<file path="src/rtl/fetch_unit.sv">
// Instruction-fetch stage: owns the fetch PC, drives a 1-cycle-latency imem,
// and buffers {inst, pc} pairs in a small FIFO handed to decode via valid/ready.
module fetch_unit #(
  parameter int                XLEN         = 32,
  parameter int                ILEN         = 32,
  parameter logic [XLEN-1:0]   RESET_VECTOR = '0,
  parameter int                FIFO_DEPTH   = 2
) (
  input  logic            clk,
  input  logic            reset,
  output logic            imem_en,
  output logic [XLEN-1:0] imem_addr,
  input  logic [ILEN-1:0] imem_rdata,
  input  logic            redirect_valid,
  input  logic [XLEN-1:0] redirect_pc,
  output logic            inst_valid,
  input  logic            inst_ready,
  output logic [ILEN-1:0] inst,
  output logic [XLEN-1:0] inst_pc
);

  localparam int PW = (FIFO_DEPTH > 1) ? $clog2(FIFO_DEPTH) : 1;
  localparam int CW = $clog2(FIFO_DEPTH + 1);

  typedef struct packed {
    logic [ILEN-1:0] inst;
    logic [XLEN-1:0] pc;
  } entry_t;

  entry_t          fifo_q [FIFO_DEPTH];
  logic [PW-1:0]   rd_ptr, wr_ptr;
  logic [CW-1:0]   count;
  logic [XLEN-1:0] fetch_pc;
  logic            inflight;
  logic [XLEN-1:0] inflight_pc;

  logic            pop, push;
  logic [CW:0]     occ;

  assign inst_valid = (count != '0) & ~redirect_valid;
  assign pop        = inst_valid & inst_ready;
  assign push       = inflight & ~redirect_valid;
  assign inst       = fifo_q[rd_ptr].inst;
  assign inst_pc    = fifo_q[rd_ptr].pc;
  assign imem_addr  = fetch_pc;

  // Reserve a slot for every outstanding request, crediting a same-cycle pop,
  // so the response always has room and full throughput holds at depth 2.
  assign occ     = {1'b0, count} + (CW+1)'(inflight) - (CW+1)'(pop);
  assign imem_en = ~reset & ~redirect_valid & (occ < (CW+1)'(FIFO_DEPTH));

  always_ff @(posedge clk) begin
    if (reset) begin
      fetch_pc    <= RESET_VECTOR;
      inflight    <= 1'b0;
      inflight_pc <= '0;
      count       <= '0;
      rd_ptr      <= '0;
      wr_ptr      <= '0;
      for (int i = 0; i < FIFO_DEPTH; i++) fifo_q[i] <= '0;
    end else if (redirect_valid) begin
      fetch_pc <= redirect_pc & ~XLEN'(3);
      inflight <= 1'b0;
      count    <= '0;
      rd_ptr   <= '0;
      wr_ptr   <= '0;
    end else begin
      inflight <= imem_en;
      if (imem_en) begin
        fetch_pc    <= fetch_pc + XLEN'(4);
        inflight_pc <= fetch_pc;
      end
      if (push) begin
        fifo_q[wr_ptr] <= '{inst: imem_rdata, pc: inflight_pc};
        wr_ptr         <= wr_ptr + PW'(1);
      end
      if (pop) rd_ptr <= rd_ptr + PW'(1);
      count <= count + CW'(push) - CW'(pop);
    end
  end

endmodule

</file>
<file path="config.mk">
export PLATFORM = sky130hd
export DESIGN_NAME = fetch_unit
export DESIGN_NICKNAME = d
export VERILOG_FILES = /design/src/rtl/fetch_unit.sv
export SDC_FILE = /design/constraint.sdc
export NUM_CORES = 1
export LEC_CHECK = 0
export CELL_PAD_IN_SITES_DETAIL_PLACEMENT = 1
export CELL_PAD_IN_SITES_GLOBAL_PLACEMENT = 2
export CORE_MARGIN = 3
export CORE_UTILIZATION = 34
export DETAILED_ROUTE_END_ITERATION = 12
export PLACE_DENSITY = 0.84
export RECOVER_POWER = 25
export SETUP_SLACK_MARGIN = 0.5
export SYNTH_ARGS = -nofsm -noshare
export SYNTH_HDL_FRONTEND = slang
export SYNTH_SLANG_ARGS = --single-unit
</file>
<file path="constraint.sdc">
create_clock -name clk -period 6.4 [get_ports clk]
set_clock_uncertainty 0.05 [all_clocks]
set_input_delay 1.28 -clock clk [delete_from_list [all_inputs] [get_ports clk]]
set_output_delay 1.28 -clock clk [all_outputs]
set_load 0.01 [all_outputs]
</file>
==> out/qor.csv <==
stage;metric;value;unit
floorplanning;core region area;24300;um2
final_layout;fin area;10900;um2
critical_path;startpoint types;input port;
global_route;initial antenna violation count;1;
timing;endpoints failing setup;0;
global_route;total track usage;0.167;
critical_path;critical path type;input port to primary output;
final_layout;Multi-input gate area;3140;um2
clock_network;CTS Sinks;190;
clock_network;CTS root buf;clkbuf_16;
drt;Via density;4.87;
drt;DRT antenna net count;0;
clock_network;clock-pin slew on the worst setup and hold paths;80;ps
critical_path;Worst Path Arrival;4250;ps
place;DP Area;10300;um2
clock_network;clock latency on the worst-skew pair;430;ps
synth;EDFF count, synth;124;
floorplanning;Die H;164;um
synth;sequential-to-total area share from yosys stat;0.598;
drt;DRT iter0 DRCs;310;
synth;synth unique cells;56;
critical_path;Worst Setup End Kind;primary output;
floorplanning;die width;164;um
place;port buffer count;159;
synth;Synth Warn #;0;
final_layout;Final #Nets;943;
timing;Final Max Tran Viols;57;
final_layout;most common cell after layout, fill and taps aside;clkdlybuf4s50_1;
timing;Max Freq;179;MHz
hold_path;Worst Hold Class;register to register;
timing;worst-margin pin slew;2000;ps
timing;Final Critical Period;5580;ps
synth;asr flop ratio synth;0;
power;Pleak;3.90;nW
critical_path;Max FO, Critical Path;36;
synth;Main synth FF type;edfxtp_1;
timing;RSZ-0062 raised after global routing;false;
clock_network;CTS tree;built;
clock_network;CTS Hold Bufs;0;
drt;First-pass DRT Iterations;4;
floorplanning;Initial Util;0.347;
place;dpl ws;1160;ps
timing;Setup TNS;0;ps
synth;Mapped Cells;730;
clock_network;clk buf depth;2;
timing;final worst-path cycle share;0.871;
final_layout;Reg area;5050;um2
final_layout;Final Core Density;0.447;
timing;Setup WS post-layout;825;ps
final_layout;layout cells sized above 1;0.131;
job;Max Cap Viol;2;
synth;Yosys reg bits;190;
power;Worst VDD drop;116;uV
global_route;first-pass GRT wire length;34500;um
final_layout;commonest cells after routing, fill and taps aside;clkdlybuf4s50_1, edfxtp_1, and2_1;
global_route;vias in the first global route;6319;
synth;Mapped Avg Cell Area;11.6;um2
drt;wirelength, routed;21800;um
drt;WL/cell;18.1;um
synth;Post-Syn Area;8440;um2
drt;via count;5873;
final_layout;Syn-to-layout area delta;28.8;%
timing;slew margin rel.;-0.338;
clock_network;# Post-CTS Setup Buffers;0;
global_route;grt total ovfl;0;
clock_network;cts bufs inserted;17;
floorplanning;IO Pins;166;
floorplanning;die area;26700;um2
outcome;status;complete, but fails checks;
floorplanning;num rows;57;
power;Cell Pwr Density;248;nW/um2
timing;Final Hold Vio Count;0;
clock_network;# H-tree levels;4;
place;post-DP HPWL;13600;um
drt;drt drc;0;
clock_network;post-CTS sizing;0;
final_layout;fillers;2592;
critical_path;required time worst endpoint;5070;ps
global_route;largest net degree at the start of global routing;69;
final_layout;ant diodes;0;
place;routability cong.;0.767;
outcome;failing checks;capacitance limit, slew limit;
-- cell usage after synthesis, types with 3 or more instances --
library cell / number / area share
a21o_1: 3 / 0.0027
a21oi_1: 44 / 0.026
a22oi_1: 3 / 0.0027
a31oi_1: 15 / 0.011
and2_1: 135 / 0.10
and3_1: 4 / 0.0030
buf_1: 3 / 0.0013
buf_4: 7 / 0.0062
clkbuf_1: 37 / 0.016
dfxtp_1: 66 / 0.16
edfxtp_1: 124 / 0.44
ha_1: 4 / 0.0059
inv_1: 12 / 0.0053
mux2_2: 63 / 0.084
nand2_1: 83 / 0.037
nand3_1: 11 / 0.0065
nand4_1: 10 / 0.0074
nor2_1: 17 / 0.0076
nor3_1: 13 / 0.0077
nor4_1: 5 / 0.0037
o211ai_1: 4 / 0.0036
o21ai_0: 5 / 0.0030
o22ai_1: 8 / 0.0059
o311ai_0: 3 / 0.0031
or3_1: 3 / 0.0022
xnor2_1: 8 / 0.0083
xor2_1: 5 / 0.0052
-- final cells by class --
| type | instances | share of cell area |
|---|---|---|
| inverter | 13 | 0.00449 |
| sequential | 190 | 0.465 |
| multi-input combinational | 480 | 0.289 |
| clock inverter | 14 | 0.0137 |
| clock buffer | 18 | 0.0395 |
| tap | 324 | 0.0373 |
| timing repair buffer | 168 | 0.152 |
-- worst paths after layout --
kind,start,endpoint,slack (ps),cells past startpoint
setup / recovery,redirect_valid,imem_en,820,6
hold / removal,inflight_pc[14],inflight_pc[14],410,2
setup reg to reg,count[1],imem_addr[11],2720,12
hold reg to reg,inflight_pc[14],inflight_pc[14],410,2
-- through the flow --
| step | instances | total power [mW] | hold slack, ps |
|---|---|---|---|
| CTS | 1207 | 2.74 | 416 |
| floorplan | 733 | 1.53 | 390 |
| finish | 1207 | 2.70 | 412 |
| global placement | 1175 | 1.68 | 399 |
| global route | 1207 | 2.81 | 446 |
| detailed placement | 1175 | 1.69 | 405 |
-- kinds of logic (layout without fill, tap and decap cells) --
logic type               Yosys count  after routing  synth area share
flip-flops                       190            190             0.598
other                              1              4          0.000444
adder cells (fa/ha/maj)            5              5           0.00830
XOR/XNOR                          14             14            0.0154
AND/OR/NAND/NOR                  298            298             0.192
multiplexers                      63             63            0.0841
buffers and inverters             63            213            0.0323
AO/OA/AOI/OAI                     96             96            0.0692
-- routing by layer --
layer	share of wire	vias to the layer above	GRT usage
li1	-	2854	-
met1	0.45	2869	0.216
met2	0.48	128	0.283
met3	0.050	20	0.0358
met4	0.012	2	0.0458
met5	0.00060	-	0
-- power by group --
group	internal (mW)	switching, mW
clock network	0.551	0.495
registers	1.36	0.0367
logic	0.131	0.124
-- flip-flops by register name, indices dropped and copies added, names as in the netlist, named ones only --
signal       flops
count            2
fifo_q         124
imem_addr       30
inflight         1
inflight_pc     30
rd_ptr           1
wr_ptr           1
-- critical path: stages --
cell and delay (ps):
dlygate4sd3_1 540, clkbuf_1 1310, nor2_1 340, nand3_2 210
inv_2 70, clkdlybuf4s50_1 480
(Power assumes the default switching activity.)
